### src/rtl/nibble_serial_adder_ctrl_if.sv
// nibble_serial_adder_ctrl_if: request/result bundle between a wide-add requester and the nibble sequencer.
interface nibble_serial_adder_ctrl_if #(parameter int WIDTH = 16);
  logic             start;
  logic [WIDTH-1:0] a;
  logic [WIDTH-1:0] b;
  logic             c_in;
  logic             busy;
  logic             done;
  logic [WIDTH-1:0] sum;
  logic             c_out;
  modport master (output start, a, b, c_in, input busy, done, sum, c_out);
  modport slave (input start, a, b, c_in, output busy, done, sum, c_out);
endinterface

### src/rtl/nibble_serial_adder_ctrl.sv
// nibble_serial_adder_ctrl: WIDTH-bit add sequenced over one shared 4-bit adder, LSB nibble first.
module nibble_serial_adder_ctrl #(
  parameter int WIDTH = 16
) (
  input logic                      clk,
  input logic                      rst,
  nibble_serial_adder_ctrl_if.slave bus
);
  localparam int NIB = WIDTH / 4;
  localparam int IW  = NIB > 1 ? $clog2(NIB) : 1;
  typedef enum logic [1:0] {IDLE, RUN, DONE} state_t;
  state_t           state_q, state_d;
  logic [WIDTH-1:0] op_a_q, op_a_d, op_b_q, op_b_d, sum_q, sum_d;
  logic             carry_q, carry_d, c_out_q, c_out_d;
  logic [IW-1:0]    idx_q, idx_d;
  logic [3:0]       nib_sum;
  logic             nib_cout;
  // The single shared 4-bit adder: current nibble pair plus the registered carry.
  assign {nib_cout, nib_sum} = {1'b0, op_a_q[4*idx_q +: 4]} + {1'b0, op_b_q[4*idx_q +: 4]} + {4'b0, carry_q};
  always_comb begin
    state_d = state_q;
    op_a_d  = op_a_q;
    op_b_d  = op_b_q;
    sum_d   = sum_q;
    carry_d = carry_q;
    c_out_d = c_out_q;
    idx_d   = idx_q;
    case (state_q)
      IDLE: if (bus.start) begin
        op_a_d  = bus.a;
        op_b_d  = bus.b;
        carry_d = bus.c_in;
        idx_d   = '0;
        sum_d   = '0;
        c_out_d = 1'b0;
        state_d = RUN;
      end
      RUN: begin
        sum_d[4*idx_q +: 4] = nib_sum;
        carry_d             = nib_cout;
        if (idx_q == IW'(NIB - 1)) begin
          c_out_d = nib_cout;
          state_d = DONE;
        end else idx_d = idx_q + IW'(1);
      end
      DONE: state_d = IDLE;
      default: state_d = IDLE;
    endcase
  end
  always_ff @(posedge clk or posedge rst) begin
    if (rst) begin
      state_q <= IDLE;
      op_a_q  <= '0;
      op_b_q  <= '0;
      sum_q   <= '0;
      carry_q <= 1'b0;
      c_out_q <= 1'b0;
      idx_q   <= '0;
    end else begin
      state_q <= state_d;
      op_a_q  <= op_a_d;
      op_b_q  <= op_b_d;
      sum_q   <= sum_d;
      carry_q <= carry_d;
      c_out_q <= c_out_d;
      idx_q   <= idx_d;
    end
  end
  assign bus.busy  = state_q == RUN;
  assign bus.done  = state_q == DONE;
  assign bus.sum   = sum_q;
  assign bus.c_out = c_out_q;
endmodule

### src/flat_wrapper.sv
// flat-port wrapper written by rule: the top's interface ports become plain ports
module nibble_serial_adder_ctrl_flat 
#(
  parameter int WIDTH = 16
)
  (clk, rst, bus_start, bus_a, bus_b, bus_c_in, bus_busy, bus_done, bus_sum, bus_c_out);
  nibble_serial_adder_ctrl_if #(.WIDTH(WIDTH)) bus_i ();
  input logic clk;
  input logic rst;
  input wire logic [$bits(bus_i.start)-1:0] bus_start;
  input wire logic [$bits(bus_i.a)-1:0] bus_a;
  input wire logic [$bits(bus_i.b)-1:0] bus_b;
  input wire logic [$bits(bus_i.c_in)-1:0] bus_c_in;
  output wire logic [$bits(bus_i.busy)-1:0] bus_busy;
  output wire logic [$bits(bus_i.done)-1:0] bus_done;
  output wire logic [$bits(bus_i.sum)-1:0] bus_sum;
  output wire logic [$bits(bus_i.c_out)-1:0] bus_c_out;
  assign bus_i.start = bus_start;
  assign bus_i.a = bus_a;
  assign bus_i.b = bus_b;
  assign bus_i.c_in = bus_c_in;
  assign bus_busy = bus_i.busy;
  assign bus_done = bus_i.done;
  assign bus_sum = bus_i.sum;
  assign bus_c_out = bus_i.c_out;
  nibble_serial_adder_ctrl #(.WIDTH(WIDTH)) u_core (.clk(clk), .rst(rst), .bus(bus_i));
endmodule
### config.mk
export PLATFORM = sky130hd
export DESIGN_NAME = nibble_serial_adder_ctrl_flat
export DESIGN_NICKNAME = d
export VERILOG_FILES = /design/src/rtl/nibble_serial_adder_ctrl_if.sv /design/src/rtl/nibble_serial_adder_ctrl.sv /design/src/flat_wrapper.sv
export SDC_FILE = /design/constraint.sdc
export NUM_CORES = 1
export LEC_CHECK = 0
export ABC_AREA = 1
export CAP_MARGIN = 15
export CORE_AREA = 2 2 72 74
export CTS_CLUSTER_DIAMETER = 120
export DETAILED_ROUTE_END_ITERATION = 8
export DIE_AREA = 0 0 74 76
export DONT_BUFFER_PORTS = 1
export HOLD_SLACK_MARGIN = 0.12
export PLACE_DENSITY = 0.7
export SETUP_SLACK_MARGIN = 0.1
export SLEW_MARGIN = 5
export SYNTH_ARGS = -nofsm -noshare
export SYNTH_HDL_FRONTEND = slang
export SYNTH_SLANG_ARGS = --single-unit
### constraint.sdc
create_clock -name clk -period 4.1 [get_ports clk]
set_input_delay 0.82 -clock clk [delete_from_list [all_inputs] [get_ports clk]]
set_output_delay 0.82 -clock clk [all_outputs]
set_load 0.05 [all_outputs]
==> summary.txt, run 1 <==
Route
  • Routed Antenna Nets: 0
  • Drt first pass iters: 4
  • DR vias: 1999
  • Wire per inst: about 14 um
  • Routed wire length: 5.37 mm
  • Drc violations: 0
  • DR iter-0 viols: 222
  • Post-DR vias/cell: 5.33

Power and ir drop
  • Clock Power Share: 11.3%
  • P_int: about 1200 uW
  • Max VDD drop: 0.320 mV
  • Leak: around 0.0014 uW
  • Sw Share: 49.2%
  • NetSw: 1200 uW
  • Comb power frac: between 40% and 50%
  • Seq pwr share: a little over two fifths
  • Power Density: 896 nW/um^2

Placement
  • Placed Cells: 367
  • DP HPWL: a little under 4 mm
  • Final GP Congestion: roughly 0.88
  • IO buf count: 0

Floorplanning
  • Core area: 4910 sq um
  • Die X: between 70 and 80 um
  • Die Y: 76 um
  • Die area: 5620 sq um
  • Initial Util: a little over half
  • Number of cell rows: 26
  • IO Pins: 55

Global route
  • Largest net degree at the start of global routing: 55
  • Grt ovf: 0
  • First-pass GRT wire length: 8.92 mm
  • Global Route Usage Sum: around 20%
  • Number of global-route vias before repair: 1914
  • Initial antenna violation count: 0

Layout
  • Antenna Diode Count: 0
  • Commonest non-fill, non-tap cells in the layout: nand2_1, dfrtp_1, o21ai_0, nor2_1, nand3_1
  • Most common cell after layout, fill and taps aside: nand2_1
  • Final Non-Filler Cells: ~380
  • Layout Area Growth over Synthesis: 4.07%
  • Layout cells sized above 1: under 10%
  • Layout Nets: 350

Setup path
  • CP Cell Sequence: clkinv_1 > o21ai_0 > o22ai_1 > fa_1 > fa_1 > xor2_1 > nand3_1 > o21ai_0
  • Worst Setup End Kind: register
  • Crit path buf inv count: 1
  • Kind of cell adding the most delay to the critical path: adder cells
  • Crit Path Class: reg -> reg
  • Crit path max fanout: 11
  • CP arrival: just under 3 ns
  • Critical Path RT: 4.31 ns
  • Worst path max stage delay: between 0.5 and 0.6 ns
  • CP startpoint kind: register
  • Slowest CP cell: dfrtp_1

Logic synthesis
  • Synth Flop Type: dfrtp_1
  • Async SR Flop Fraction: 100%
  • Synth top area share: 51.7%
  • Cells after Synth: 307
  • Largest area contributor in the netlist: dfrtp_1
  • Average size of a mapped cell: 8.51 sq um
  • Post-synth EDFFs: 0
  • Synth Warn #: 0
  • Seq cells post-synth: 54
  • Mapped Area: between 2000 and 3000 sq um
  • Netlist cell types: 27
  • Syn_nets: between 300 and 400
  • Seq/Total Area, Yosys: 51.7%
  • Synth top area cells: dfrtp_1, nand2_1, o21ai_0

Timing
  • RSZ-0062 raised after global routing: false
  • Fin crit period: 2.68 ns
  • # setup viols final: 0
  • Final slew viol count: 0
  • Max Freq: 0.374 GHz
  • Fin crit share: 65.3%
  • Setup tns final: 0 ns
  • Clk_skew: 0.00629 ns
  • Worst slew pin tran: 0.878 ns
  • Total count of hold-check failures in the final report: 0
  • Slew headroom: 41.3%

CTS
  • Post-CTS Setup Bufs: 0
  • CTS Buf Count: 5
  • H-Tree Depth: 2
  • Root buffer cell: clkbuf_8
  • CTS max path bufs: 2
  • CTS tree: built
  • Reg clk slew, reported paths: 0.09 ns
  • Clk_lat worst skew: approximately 0.30 ns
  • # resized after CTS: 0
  • CTS sink cnt: 54
  • Hold_buf cts: 0

Status
  • Status: complete, no violations

Hold path
  • HP Class: in -> async

Run
  • Max-cap violation count: 0
[Yosys cell counts, types with 2 or more instances]
library cell  instances
clkinv_1              2
o21ai_2               4
nand4_1               3
nand3_1              14
buf_6                 4
fa_1                  2
o22ai_1               8
nor2_1               20
dfrtp_1              54
nand2_1             131
buf_2                 5
buf_4                 2
inv_1                10
ha_1                  7
o21ai_1               5
inv_2                 5
o21ai_0              21
[path summary, 6_finish.rpt]
check | from | to | slack (ns) | cells past startpoint
worst min-delay path | rst | u_core.bus.sum[11]$_DFFE_PP0P_ | 0.40 | 1
worst max-delay path | u_core.idx_q[1]$_DFFE_PP0P_ | u_core.bus.sum[6]$_DFFE_PP0P_ | 1.42 | 8
worst max register to register | u_core.idx_q[1]$_DFFE_PP0P_ | u_core.bus.sum[6]$_DFFE_PP0P_ | 1.42 | 8
min in group clk | u_core.op_a_q[4]$_DFFE_PP0P_ | u_core.op_a_q[4]$_DFFE_PP0P_ | 0.48 | 2
worst min register to register | u_core.op_a_q[4]$_DFFE_PP0P_ | u_core.op_a_q[4]$_DFFE_PP0P_ | 0.48 | 2
max in group asynchronous | rst | u_core.op_b_q[1]$_DFFE_PP0P_ | 3.17 | 2
[flip-flops by register name, indices dropped and copies added, names as in the netlist]
| name | count |
|---|---|
| u_core.state_q | 2 |
| u_core.idx_q | 2 |
| u_core.op_b_q | 16 |
| u_core.bus.c_out | 1 |
| u_core.carry_q | 1 |
| u_core.bus.sum | 16 |
| u_core.op_a_q | 16 |
[cells by family (layout without fill, tap and decap cells)]
logic type	after synthesis	in the layout	share of synthesized area, %
and+or+nand+nor	174	174	28.1
adders and majority gates	9	9	4.88
AOI/OAI and AO/OA	40	40	9.05
buffers and inverters	29	27	5.94
DFF	54	54	51.7
xor gates and xnor gates	1	1	0.335
[stage by stage]
stage / util [%] / power [uW] / setup WS (ns) / instance area [sq um] / hold slack (ns)
floorplan: - / 1930 / 1.78 / 2610 / 0.444
global placement: 53.4 / 2130 / 1.63 / 2620 / 0.462
detailed placement: 53.4 / 2170 / 1.45 / 2620 / 0.465
CTS: 54.9 / 2450 / 1.43 / 2700 / 0.488
global route: 55.3 / 2660 / 1.14 / 2720 / 0.424
finish: 55.3 / 2440 / 1.42 / 2720 / 0.400
[layout make-up]
cell class | count | area [sq um]
clock buffers | 7 | 76.3
fillers | 461 | 2190
inverters | 18 | 70.1
multi-input cells | 224 | 1110
flip-flops and latches | 54 | 1350
well taps | 70 | 87.6
repair buffers | 2 | 27.5
[power by group through the flow]
stage	Combinational [uW]	Sequential (uW)	Clock, uW
after floorplan	939	988	0
after global placement	1100	1030	0
after detailed placement	1140	1030	0
after CTS	1140	1020	284
after global routing	1300	1050	311
final	1140	1020	274
[per-layer routing]
metal,vias up,part of all wire [%],global-route usage (%)
met5,-,0,0
met4,0,1.7,5.64
met3,10,5.4,5.16
met2,60,50,32.0
met1,954,43,28.1
li1,975,-,-
Power figures use the tool's default switching activity.
==> inputs of run 2 (changes only) <==
==> constraint.sdc (replaced) <==
create_clock -name clk -period 2.5 [get_ports clk]
set_input_delay 0.5 -clock clk [delete_from_list [all_inputs] [get_ports clk]]
set_output_delay 0.5 -clock clk [all_outputs]
set_load 0.05 [all_outputs]
==> run 2 against run 1 <==
Core utilization rose by 1.9 points. Clock skew rose by 0.0067 ns. Clock power rose by 110%. Die area did not move. Critical path depth rose by 1. Hold slack got worse by 0.27 ns. Critical endpoint is now u_core.bus.sum[5]$_DFFE_PP0P_. Largest power group unchanged.
==> summary.txt, run 2 (same netlist as run 1, synthesis figures left out) <==
Status
  • Status: complete, no violations

Floorplanning
  • Die area: 5620 sq um
  • Initial Util: 53.2%
  • Die X: 74 um
  • IO Pins: 55
  • Die Y: about 76 um
  • Core area: 4910 sq um
  • Number of cell rows: 26

Setup path
  • Worst path max stage delay: 0.52 ns
  • CP arrival: 2.44 ns
  • CP startpoint kind: register
  • WP depth: 9
  • RR Startpoint: u_core.idx_q[0]$_DFFE_PP0P_
  • Crit path max fanout: 14
  • Crit Path Class: reg -> reg
  • Worst Setup End Kind: register
  • CP Cell Sequence: inv_4 > o21ai_0 > o22ai_1 > fa_2 > fa_1 > nand2_1 > nor2_1 > inv_1 > o21ai_0
  • Kind of cell adding the most delay to the critical path: adder cells
  • Flop2flop setup slack: 0.29 ns
  • Slowest CP cell: fa_1
  • Crit path buf inv count: 2
  • Reg-to-reg endpoint: u_core.bus.sum[5]$_DFFE_PP0P_
  • R2R depth: 9
  • Cell mode on critical path: o21ai_0
  • Critical Path RT: 2.74 ns

Layout
  • Commonest non-fill, non-tap cells in the layout: nand2_1, dfrtp_1, nor2_1, o21ai_0, nand3_1
  • Most common cell after layout, fill and taps aside: nand2_1
  • Antenna Diode Count: 0
  • Layout cells sized above 1: 11.9%
  • Layout Area Growth over Synthesis: 7.57%
  • Layout Nets: 356

Power and ir drop
  • Max VDD drop: 0.634 mV
  • Power Density: 1510 nW/um^2
  • Leak: 0.00144 uW

Route
  • Post-DR vias/cell: a little over 5
  • DR vias: 1970
  • Routed Antenna Nets: 0
  • Wire per inst: 14.0 um
  • Drc violations: 0
  • DR iter-0 viols: roughly 150
  • Drt first pass iters: 5
  • Routed wire length: 5.34 mm

Global route
  • Largest net degree at the start of global routing: 40
  • Grt ovf: 0
  • First-pass GRT wire length: 9.00 mm
  • Global Route Usage Sum: 20.6%
  • Number of global-route vias before repair: 1868
  • Initial antenna violation count: 0

Timing
  • Final slew viol count: 0
  • Final WS setup: 0.292 ns
  • Slew headroom: between 50% and 60%
  • Setup tns final: 0 ns
  • Max Freq: 0.453 GHz
  • RSZ-0062 raised after global routing: false
  • Clk_skew: 0.0130 ns
  • Worst slew pin tran: 0.601 ns
  • Total count of hold-check failures in the final report: 0
  • Fin crit period: roughly 2.2 ns
  • Fin crit share: 88.3%
  • # setup viols final: 0

CTS
  • CTS Buf Count: 5
  • H-Tree Depth: 2
  • CTS sink cnt: 54
  • Reg clk slew, reported paths: 0.10 ns
  • CTS max path bufs: 2
  • Clk_lat worst skew: 0.31 ns
  • # resized after CTS: 1
  • CTS tree: built
  • Root buffer cell: clkbuf_8
  • Post-CTS Setup Bufs: 0
  • Hold_buf cts: 0

Placement
  • DP HPWL: 4.00 mm
  • Setup slack at placement: 0.0923 ns
  • IO buf count: 0
  • Final GP Congestion: 0.861

Run
  • Max-cap violation count: 0

Hold path
  • HP Class: in -> async
run 2: report_power, final:
| part | leakage [uW] | total, uW | switching [uW] | internal [uW] |
|---|---|---|---|---|
| logic | 0.000690 | 1980 | 1280 | 696 |
| clock network | 0.0000579 | 583 | 287 | 295 |
| registers | 0.000693 | 1680 | 462 | 1220 |
run 2: stage by stage:
step	util, %	total power, uW	hold WS (ns)	cells	instance area [sq um]
floorplan	-	3160	0.444	307	2610
global placement	54.7	3550	0.463	374	2690
detailed placement	54.7	3610	0.461	374	2690
CTS	57.0	4190	0.148	382	2800
global route	57.2	4620	0.170	382	2810
finish	57.2	4240	0.134	382	2810
run 2: worst register-to-register path, cell delays in order (launching register included):
cell     delay, ns
dfrtp_2       0.45
inv_4         0.09
o21ai_0       0.16
o22ai_1       0.11
fa_2          0.37
fa_1          0.52
nand2_1       0.09
nor2_1        0.12
inv_1         0.06
o21ai_0       0.15
run 2: how the worst max path moves through the flow:
stage | start | to | slack (ns)
floorplan | u_core.idx_q[0]$_DFFE_PP0P_ | u_core.bus.sum[6]$_DFFE_PP0P_ | 0.18
global placement | u_core.idx_q[0]$_DFFE_PP0P_ | u_core.bus.sum[6]$_DFFE_PP0P_ | 0.24
detailed placement | u_core.idx_q[0]$_DFFE_PP0P_ | u_core.bus.sum[6]$_DFFE_PP0P_ | 0.09
CTS | u_core.idx_q[0]$_DFFE_PP0P_ | u_core.bus.sum[6]$_DFFE_PP0P_ | 0.13
global route | u_core.idx_q[1]$_DFFE_PP0P_ | u_core.carry_q$_DFFE_PP0P_ | 0.1
finish | u_core.idx_q[0]$_DFFE_PP0P_ | u_core.bus.sum[5]$_DFFE_PP0P_ | 0.29
run 2: metal layers:
layer	GRT usage [%]	vias to the layer above	wire length (um)
li1	-	985	-
met4	6.36	0	94
met2	31.5	49	2550
met5	0	-	0
met1	28.9	926	2440
met3	4.76	10	259
run 2: layout make-up:
cell class,instances,area [sq um]
sequential,54,1350
fill,462,2100
timing repair buffer,8,72.6
clock buffer,5,68.8
inverter,18,72.6
multi-input combinational,224,1120
clock inverter,3,40.0
tap,70,87.6
==> inputs of run 3 (changes only) <==
--- a/config.mk
+++ b/config.mk
@@ -7,13 +7,15 @@
 export LEC_CHECK = 0
 export ABC_AREA = 1
 export CAP_MARGIN = 15
-export CORE_AREA = 2 2 72 74
+export CELL_PAD_IN_SITES_DETAIL_PLACEMENT = 1
+export CELL_PAD_IN_SITES_GLOBAL_PLACEMENT = 2
+export CORE_AREA = 2 2 88 90
 export CTS_CLUSTER_DIAMETER = 120
 export DETAILED_ROUTE_END_ITERATION = 8
-export DIE_AREA = 0 0 74 76
+export DIE_AREA = 0 0 90 92
 export DONT_BUFFER_PORTS = 1
 export HOLD_SLACK_MARGIN = 0.12
-export PLACE_DENSITY = 0.7
+export PLACE_DENSITY = 0.77
 export SETUP_SLACK_MARGIN = 0.1
 export SLEW_MARGIN = 5
 export SYNTH_ARGS = -nofsm -noshare
==> run 3 against run 2 <==
Final area grew 2.1%. Setup slack worse by 0.020 ns. Non-clock buffer count up 1. Hold slack worse by 0.017 ns. Die area is 47% higher. Register-to-register slack got worse by 0.02 ns. Combinational power is 4% higher. Sequential power is essentially flat. Sequential share of layout area decreased by 1.1 points.
==> summary.txt, run 3 (same netlist as run 1, synthesis figures left out) <==
Route
  • DR iter-0 viols: between 40 and 50
  • Post-DR vias/cell: ~4.8
  • Routed Antenna Nets: 0
  • Routed wire length: around 6.2 mm
  • Drt first pass iters: 4
  • DR vias: 2002
  • Wire per inst: 15.0 um
  • Drc violations: 0

Floorplanning
  • Die area: between 8000 and 9000 sq um
  • Die X: roughly 90 um
  • Die Y: 92 um
  • Number of cell rows: 32
  • Core area: 7450 sq um
  • Initial Util: 35.1%
  • IO Pins: 55

CTS
  • Clk_lat worst skew: 0.31 ns
  • Reg clk slew, reported paths: 0.10 ns
  • CTS Buf Count: 5
  • Post-CTS Setup Bufs: 0
  • CTS sink cnt: 54
  • Hold_buf cts: 0
  • CTS max path bufs: 2
  • CTS tree: built
  • Root buffer cell: clkbuf_8
  • # resized after CTS: 1
  • H-Tree Depth: 2

Timing
  • Setup tns final: 0 ns
  • Final slew viol count: 0
  • Fin crit share: between 80% and 90%
  • Worst slew pin tran: approximately 0.57 ns
  • Slew headroom: about 62%
  • Fin crit period: 2.23 ns
  • # setup viols final: 0
  • Final WS setup: ~0.27 ns
  • Max Freq: 0.449 GHz
  • Total count of hold-check failures in the final report: 0
  • RSZ-0062 raised after global routing: false
  • Clk_skew: 0.0124 ns

Setup path
  • Slowest CP cell: fa_1
  • CP startpoint kind: register
  • Crit path max fanout: 7
  • Critical Path RT: 2.74 ns
  • Worst Setup End Kind: register
  • CP arrival: 2.47 ns
  • Worst path max stage delay: 0.43 ns
  • Cell mode on critical path: o21ai_0
  • CP Cell Sequence: buf_4 > o21ai_0 > o22ai_1 > fa_2 > fa_1 > xor2_2 > nand3_1 > o21ai_0
  • Crit Path Class: reg -> reg

Global route
  • Largest net degree at the start of global routing: 35
  • Global Route Usage Sum: 16.2%
  • First-pass GRT wire length: 10.8 mm
  • Number of global-route vias before repair: 2169
  • Initial antenna violation count: 0
  • Grt ovf: 0

Placement
  • IO buf count: 0
  • DP HPWL: 4.76 mm
  • Setup slack at placement: 0.110 ns
  • Final GP Congestion: 0.818

Layout
  • Most common cell after layout, fill and taps aside: nand2_1
  • Layout Nets: approximately 360
  • Commonest non-fill, non-tap cells in the layout: nand2_1, dfrtp_1, nor2_1, o21ai_0, nand3_1
  • Reg area: 1350 sq um
  • Layout Area Growth over Synthesis: 9.87%
  • Antenna Diode Count: 0
  • Multi-input gate area in the final layout: 1120 sq um
  • Fillers: 922
  • Layout cells sized above 1: 12.1%

Power and ir drop
  • Max VDD drop: slightly above 0.5 mV
  • Power Density: 1520 nW/um^2
  • Leak: 0.00145 uW
  • Tot Pwr: 4350 uW

Hold path
  • HP Class: in -> async

Run
  • Max-cap violation count: 0

Status
  • Status: complete, no violations
[run 3: cell types whose count changed in the layout (fill, tap and decap cells not counted), sizes merged]
cell	change
buf	+1
clkbuf	+1
inv	+1
clkinv	-2
[run 3: stage by stage]
| stage | hold WS, ns | util [%] | cells | cell area (sq um) |
|---|---|---|---|---|
| after floorplan | 0.444 | - | 307 | 2610 |
| after global placement | 0.462 | 36.7 | 407 | 2740 |
| after detailed placement | 0.464 | 36.7 | 407 | 2740 |
| after CTS | 0.126 | 38.4 | 415 | 2860 |
| after global routing | 0.140 | 38.5 | 415 | 2870 |
| final | 0.116 | 38.5 | 415 | 2870 |
[run 3: layout make-up]
class / instances / share of cell area (%)
Sequential cell: 54 / 47.1
Multi-Input combinational cell: 224 / 39.0
Tap cell: 102 / 4.45
Clock buffer: 6 / 2.88
Timing Repair Buffer: 9 / 2.79
Inverter: 18 / 2.44
Clock inverter: 2 / 1.35
[run 3: path summary, 6_finish.rpt]
check                      slack [ns]                    startpoint                             to  cells after the start
min reg2reg                      0.49  u_core.op_b_q[7]$_DFFE_PP0P_   u_core.op_b_q[7]$_DFFE_PP0P_                      2
min                              0.12                           rst  u_core.op_b_q[13]$_DFFE_PP0P_                      1
min in group clk                 0.29                      bus_a[2]   u_core.op_a_q[2]$_DFFE_PP0P_                      2
max reg2reg                      0.27   u_core.idx_q[0]$_DFFE_PP0P_  u_core.bus.sum[6]$_DFFE_PP0P_                      8
max in group asynchronous        1.83                           rst     u_core.carry_q$_DFFE_PP0P_                      2
max                              0.27   u_core.idx_q[0]$_DFFE_PP0P_  u_core.bus.sum[6]$_DFFE_PP0P_                      8
[run 3: critical path: cells and delay by family, from the launching register on]
family	cells	cell delay (ns)
AO/OA/AOI/OAI	3	0.43
XOR/XNOR	1	0.20
adder cells (fa/ha/maj)	2	0.80
buffers and inverters	1	0.17
flip-flops	1	0.41
AND/OR/NAND/NOR	1	0.14
[run 3: layer usage]
layer  up-vias  global-route usage, %  wire [um]
met5         -                      0          0
met4         0                   3.85         61
met3         7                   2.96        222
met2        44                   28.8       3050
met1       965                   20.6       2880
li1        986                      -          -
[run 3: power by group]
group | switching (uW) | internal (uW) | leakage, uW
logic | 1340 | 709 | 0.000695
registers | 453 | 1220 | 0.000695
clock network | 299 | 330 | 0.0000618
